`config.mk`:
```
export PLATFORM = sky130hd
export DESIGN_NAME = window_gen_3x3
export DESIGN_NICKNAME = d
export VERILOG_FILES = /design/src/rtl/img_pkg.sv /design/src/rtl/window_gen_3x3_line_buffer.sv /design/src/rtl/window_gen_3x3.sv
export SDC_FILE = /design/constraint.sdc
export NUM_CORES = 1
export LEC_CHECK = 0
export CAP_MARGIN = 0
export CORE_MARGIN = 2
export CORE_UTILIZATION = 52
export CTS_CLUSTER_DIAMETER = 120
export DETAILED_ROUTE_END_ITERATION = 6
export PLACE_DENSITY = 0.85
export SYNTH_ARGS = -nofsm -noshare
export SYNTH_HDL_FRONTEND = slang
export SYNTH_HIERARCHICAL = 1
export SYNTH_SLANG_ARGS = --single-unit
```
`constraint.sdc`:
```
create_clock -name clk -period 4.5 [get_ports clk]
set_input_delay 0.45 -clock clk [delete_from_list [all_inputs] [get_ports clk]]
set_output_delay 0.45 -clock clk [all_outputs]
set_load 0.01 [all_outputs]
```
`src/rtl/img_pkg.sv`:
```
// Types shared by the 3x3 window generator and the image processor port it feeds.
package img_pkg;

    localparam int PIX_W_DEF = 8;

    typedef logic [7:0] pixel_t;
    typedef pixel_t [0:2][0:2] window_t;

    typedef enum logic {
        FILL = 1'b0,
        RUN  = 1'b1
    } wg_state_t;

endpackage

```
`src/rtl/window_gen_3x3_line_buffer.sv`:
```
// One image row of delay: dout is the value written DEPTH enables ago (read-before-write).
module line_buffer #(
    parameter int DEPTH = 8,
    parameter int WIDTH = 8
) (
    input  logic             clk,
    input  logic             rst,
    input  logic             en,
    input  logic [WIDTH-1:0] din,
    output logic [WIDTH-1:0] dout
);

    localparam int AW = $clog2(DEPTH);
    localparam logic [AW-1:0] PTR_LAST = AW'(DEPTH - 1);

    logic [WIDTH-1:0] r_mem [DEPTH];
    logic [AW-1:0]    r_ptr;

    assign dout = r_mem[r_ptr];

    always_ff @(posedge clk) begin
        if (rst) begin
            r_ptr <= '0;
        end else if (en) begin
            r_ptr <= (r_ptr == PTR_LAST) ? '0 : r_ptr + AW'(1);
        end
    end

    always_ff @(posedge clk) begin
        if (en) begin
            r_mem[r_ptr] <= din;
        end
    end

endmodule

```
`src/rtl/window_gen_3x3.sv`:
```
// Raster pixel stream to 3x3 neighbourhood stream; no edge padding, one-entry output register.
module window_gen_3x3
    import img_pkg::*;
#(
    parameter int IMG_WIDTH  = 8,
    parameter int IMG_HEIGHT = 8,
    parameter int PIX_W      = PIX_W_DEF
) (
    input  logic                        clk,
    input  logic                        rst,
    input  logic [PIX_W-1:0]            pixel_in,
    input  logic                        pixel_sof,
    input  logic                        pixel_valid,
    output logic                        pixel_ready,
    output logic [0:2][0:2][PIX_W-1:0]  window,
    output logic                        window_valid,
    input  logic                        window_ready,
    output logic                        window_last
);

    localparam int CW = $clog2(IMG_WIDTH);
    localparam int RW = $clog2(IMG_HEIGHT);
    localparam logic [CW-1:0] COL_LAST = CW'(IMG_WIDTH - 1);
    localparam logic [RW-1:0] ROW_LAST = RW'(IMG_HEIGHT - 1);

    logic [CW-1:0]                 r_col;
    logic [RW-1:0]                 r_row;
    wg_state_t                     r_state;
    wg_state_t                     w_state_nxt;
    logic                          w_accept;
    logic                          w_load;
    logic                          w_last_px;
    logic [PIX_W-1:0]              w_lb0_dout;
    logic [PIX_W-1:0]              w_lb1_dout;
    logic [0:2][PIX_W-1:0]         w_taps;
    logic [0:2][0:1][PIX_W-1:0]    r_hist;
    logic [0:2][0:2][PIX_W-1:0]    w_win_nxt;

    assign pixel_ready = !window_valid || window_ready;
    assign w_accept    = pixel_valid && pixel_ready;

    line_buffer #(.DEPTH(IMG_WIDTH), .WIDTH(PIX_W)) u_lb0 (
        .clk  (clk),
        .rst  (rst),
        .en   (w_accept),
        .din  (pixel_in),
        .dout (w_lb0_dout)
    );

    line_buffer #(.DEPTH(IMG_WIDTH), .WIDTH(PIX_W)) u_lb1 (
        .clk  (clk),
        .rst  (rst),
        .en   (w_accept),
        .din  (w_lb0_dout),
        .dout (w_lb1_dout)
    );

    assign w_taps[0] = w_lb1_dout;
    assign w_taps[1] = w_lb0_dout;
    assign w_taps[2] = pixel_in;

    // Two registered columns per row; the live taps form the newest column.
    always_comb begin
        w_win_nxt = '0;
        for (int i = 0; i < 3; i++) begin
            w_win_nxt[i][0] = r_hist[i][0];
            w_win_nxt[i][1] = r_hist[i][1];
            w_win_nxt[i][2] = w_taps[i];
        end
    end

    always_ff @(posedge clk) begin
        if (w_accept) begin
            for (int i = 0; i < 3; i++) begin
                r_hist[i][0] <= r_hist[i][1];
                r_hist[i][1] <= w_taps[i];
            end
        end
    end

    always_ff @(posedge clk) begin
        if (rst) begin
            r_col <= '0;
            r_row <= '0;
        end else if (w_accept) begin
            if (pixel_sof) begin
                r_col <= CW'(1);
                r_row <= '0;
            end else if (r_col == COL_LAST) begin
                r_col <= '0;
                r_row <= (r_row == ROW_LAST) ? '0 : r_row + RW'(1);
            end else begin
                r_col <= r_col + CW'(1);
            end
        end
    end

    always_ff @(posedge clk) begin
        if (rst) begin
            r_state <= FILL;
        end else begin
            r_state <= w_state_nxt;
        end
    end

    // RUN is entered exactly when the row counter reaches 2, so it doubles as the row >= 2 gate.
    always_comb begin
        w_state_nxt = r_state;
        w_load      = 1'b0;
        w_last_px   = 1'b0;
        if (w_accept) begin
            if (pixel_sof) begin
                w_state_nxt = FILL;
            end else begin
                case (r_state)
                    FILL: begin
                        if (r_row == RW'(1) && r_col == COL_LAST) begin
                            w_state_nxt = RUN;
                        end
                    end
                    RUN: begin
                        if (r_col >= CW'(2)) begin
                            w_load    = 1'b1;
                            w_last_px = (r_row == ROW_LAST) && (r_col == COL_LAST);
                        end
                        if (r_row == ROW_LAST && r_col == COL_LAST) begin
                            w_state_nxt = FILL;
                        end
                    end
                    default: w_state_nxt = FILL;
                endcase
            end
        end
    end

    always_ff @(posedge clk) begin
        if (rst) begin
            window       <= '0;
            window_valid <= 1'b0;
            window_last  <= 1'b0;
        end else if (w_load) begin
            window       <= w_win_nxt;
            window_valid <= 1'b1;
            window_last  <= w_last_px;
        end else if (window_ready) begin
            window_valid <= 1'b0;
            window_last  <= 1'b0;
        end
    end

endmodule

```
---- After elaboration in Yosys (flattened, before gate mapping) ----
Memory sizes are Yosys's and may differ from the RTL's. A register that Yosys moved wholly into a read port is not among the register bits.
Index checks and enable logic that the tools add are counted.
word-level totals
  word-level logic and storage cells ...... 71
  memories ................................ 2
  output and inout bits ................... 75
  bits of input ports ..................... 13
  RAM bits ................................ 128
  register bits ........................... 135
operators by class
  mux-type cells .......................... 28
  add/sub/neg operators ................... 4
  bitwise gates (word level) .............. 1
  eq/ne operators ......................... 5
  order comparisons ....................... 1
  reductions and logical operators ........ 8
memories
  memory       words  bits a word  rd ports  clocked after memory_dff  wr ports  line                              RTL
  u_lb0.r_mem  8      8            1         1                         1         window_gen_3x3_line_buffer.sv:16  logic [WIDTH-1:0] r_mem [DEPTH];
  u_lb1.r_mem  8      8            1         1                         1         window_gen_3x3_line_buffer.sv:16
operator list
  kind                 number
  $mux 3               11
  $mux 1               16
  $add 3x1->3 const B  4
  $eq 3x3->1 const B   4
  $reduce_bool 2->1    2
  $eq 3x1->1 const B   1
  $ge 3x2->1 const B   1
  $logic_and 1x1->1    3
  $pmux 1 s2           1
  $reduce_and 2->1     1
  $logic_not 1->1      1
  $logic_or 1x1->1     1
  $not 1->1            1

---- Depth between registers and ports, before layout ----
  depth after elaboration ................. 7
  depth in mapped cells ................... 7
  gate-level depth less buffers ........... 5

---- Cells and area by module ----
Netlist, hierarchy kept.
modules (own cells, without submodules)
  module          area an instance (um2)  cells an instance  seq. area each (um2)  instances
  line_buffer     2723.9                  121                2042.0                2
  window_gen_3x3  5262.5                  417                3062.9                1

---- Worst setup path after synthesis ----
OpenSTA, ideal clock, no wires.
  path kind ............................... input to register
  start point ............................. input port pixel_valid
  end point ............................... memory u_lb0.r_mem[1][0], enable pin
  data required time ...................... 4117 ps
  arrival ................................. 4309 ps
  library setup time ...................... 383 ps
  slack ................................... -192 ps
  buffers on the path ..................... 1
  cell stages on the path ................. 5
  cells stage by stage .................... clkbuf_8 > inv_1 > nor2_1 > nand2_1 > nor3_1
between the ends
  cells in the longest elaborated chain, start to end .. 3
RTL lines
  what                          line                              RTL
  start, declared               window_gen_3x3.sv:13              input logic pixel_valid,
  $logic_and 1x1->1             window_gen_3x3.sv:40              assign w_accept = pixel_valid && pixel_ready;
  named net w_accept            window_gen_3x3.sv:30              logic w_accept;
  $mux 1                        window_gen_3x3_line_buffer.sv:30  if (en) begin
  $mux 1 (implied by the code)  window_gen_3x3_line_buffer.sv:31  r_mem[r_ptr] <= din;
  end, declared                 window_gen_3x3_line_buffer.sv:16
The timed path passes the listed nets, and every way through them passes these cells.

==> metrics <==
Hold-fix buffers, CTS=0; Syn-to-layout area delta=17.53%; RePlAce Congestion=0.8253; syn_nets=681; layout cell share with drive strength beyond 1=9.791%; Syn Area/Cell=16.25 µm²; DRC viols=0; combinational group share of total power=4.4%; die area=21760 µm²; post-CTS setup buffer count=0; Initial DRC Count=406; clock buffer depth=3; Cell variety after synth=34; Via-to-Cell Ratio=5.384; Worst EP required=4920 ps; die height=147.5 µm; NetSw=1094 µW; post-layout util=62.21%; fin crit share=59.82%; ordered cell list for the critical path=clkdlybuf4s50_1 > inv_1 > nor2_4 > buf_4 > or3b_2 > a21oi_1; PwrDens=423.5 nW/µm²; number of diodes=0; Final Max Slew Viols=0; top post-synthesis cells by area=edfxtp_1 (49%), dfxtp_1 (17%), nand2b_1 (8.9%); clk_lat worst skew=550 ps; Core Footprint=20230 µm²; Setup Skew=30.54 ps; I/O pin total=88; antenna viol nets, final=0; number of setup violations in the final report=0; CP Data Arrival Time=3110 ps; Die X-Extent=147.5 µm; CP max-delay cell=clkdlybuf4s50_1; antenna violations before repair=0; Remaining Overflow, GRT=0; # fillers=1399; WL per Instance=18.64 µm; largest net degree at the start of global routing=161; post-route worst setup slack=1808 ps; Hold Vio Cnt, Final=0; dpl hpwl=12190 µm; Initial Utilization=52.93%; H-tree levels=1; Yosys reg bits=269; Sink Count=269; Setup crit end kind=flop; CTS Buf Count=28; cells after synthesis=659; Power Internal=4237 µW; Main synth FF type=edfxtp_1; Worst-Margin Slew=1160 ps; most common cell in the synthesized netlist=edfxtp_1; register area share after synthesis=66.73%; Post-Route WL=19320 µm; Clk pwr share=43.6%; CTS root buf=clkbuf_16; clk slew on worst S/H paths=60 ps; flop2flop setup slack=2120 ps; port bufs=87; All-Layer GR Usage=17.85%; CP Launch Type=input pin; Nets=766; P_leak=0.004178 µW; row count=52; final setup TNS=0 ps; CP delay by family, top=buffers and inverters; critical-path maximum fanout=52; post-cts sizing count=0; Max Freq=371.5 MHz; max-cap viol count=0; vias in the first global route=5627; Final min period=2692 ps; Worst Min Path Start=r_hist[6]$_DFFE_PP_; beginning of the critical path=pixel_valid; Cells after DPL=984; max incr delay on CP=680 ps; maximum vdd drop=0.3319 mV; CTS tree=built; Hold Path Class=reg -> reg; area leader, netlist=edfxtp_1; drt first pass iters=6; Yosys top cell area share=49.35%; switching share of total power=20.52%; critical path class=in -> reg; Synth top cells by count=edfxtp_1 (176), nand2b_1 (152), dfxtp_1 (93); post-route insts no fill=1036; status=finished clean; dpl ws=1363 ps; worst r2r src=window_valid$_SDFFE_PP0P_; Slew headroom=22.64%; setup repair after global routing missed its margin=no; number of flops mapped to enable cells by yosys=176; mapped cell area=10710 µm²; Flop pwr share=52.0%; worst path bufs/invs=3; synth warn=6; Vias=5578; share of flip-flops with an asynchronous set or reset=0%; first-pass GRT wire length=30520 µm
worst paths after layout:
check,endpoint,cells past startpoint
worst max-delay path,flop,6
worst min-delay path,r_hist[14]$_DFFE_PP_,0
worst max register to register,flop,5
worst min register to register,r_hist[14]$_DFFE_PP_,0
metrics by stage:
stage | cell area, µm² | hold WS (ps) | power [µW]
2_1_floorplan | 10710 | 427.5 | 2973
3_3_place_gp | 11620 | 430.6 | 3043
3_5_place_dp | 11620 | 435.7 | 3055
4_1_cts | 12590 | 436.3 | 5378
5_1_grt | 12590 | 450.8 | 5509
6_report | 12590 | 437.7 | 5331
final cells by class:
class	count	area [µm²]	share of cell area, %
Inverter	4	22.52	0.1789
Clock buffer	36	782.0	6.212
Sequential cell	269	7147	56.77
Clock inverter	16	185.2	1.471
Multi-Input combinational cell	349	3208	25.48
Timing Repair Buffer	92	905.9	7.196
Tap cell	270	337.8	2.684
flip-flops by register name, summed over array words and instances (netlist names), 3 cells and up, named ones only:
register,count
window,72
u_lb0/r_mem,64
u_lb1/r_mem,64
r_hist,48
r_col,3
r_row,3
u_lb0/r_ptr,3
u_lb1/r_ptr,3
power groups by stage:
stage	clock network [µW]	logic, µW	registers (µW)
final	2330	233	2770
after global routing	2480	254	2780
after CTS	2370	235	2770
after detailed placement	0	232	2820
after global placement	0	225	2820
after floorplan	0	177	2800
layout by cell type (no fill, tap or decap), drive strengths merged, types with 2 or more instances in the layout:
master / instances
bufinv: 3
clkbuf: 36
mux2i: 76
clkinv: 13
mux4: 32
inv: 4
nor2b: 3
a31oi: 2
edfxtp: 176
nand2: 5
nor3: 6
nor3b: 2
o31ai: 3
dfxtp: 93
nor2: 19
nand4: 3
a21oi: 9
nand2b: 152
nand4b: 2
ha: 9
or3b: 2
buf: 6
o21ai: 2
mux2: 17
clkdlybuf4s50: 86
layer usage:
layer	vias up	share of wire [%]	track usage, %
met5	-	0	0
met4	0	2.8	6.010
met3	39	5.7	3.735
met2	186	49	28.88
met1	2749	43	24.34
li1	2604	-	-
worst register-to-register path, stage by stage (launching register included):
cell and delay (ps):
dfxtp_1 300, nor2b_2 230, nor2_4 330, buf_4 640
or3b_2 530, a21oi_1 220
cells by family after synthesis:
kind of cell,synth area share (%)
flops,66.73
buf+inv,3.388
fa+ha+maj,1.051
compound gates,1.180
mux,16.67
simple gates,10.98
(Power assumes the default switching activity.)
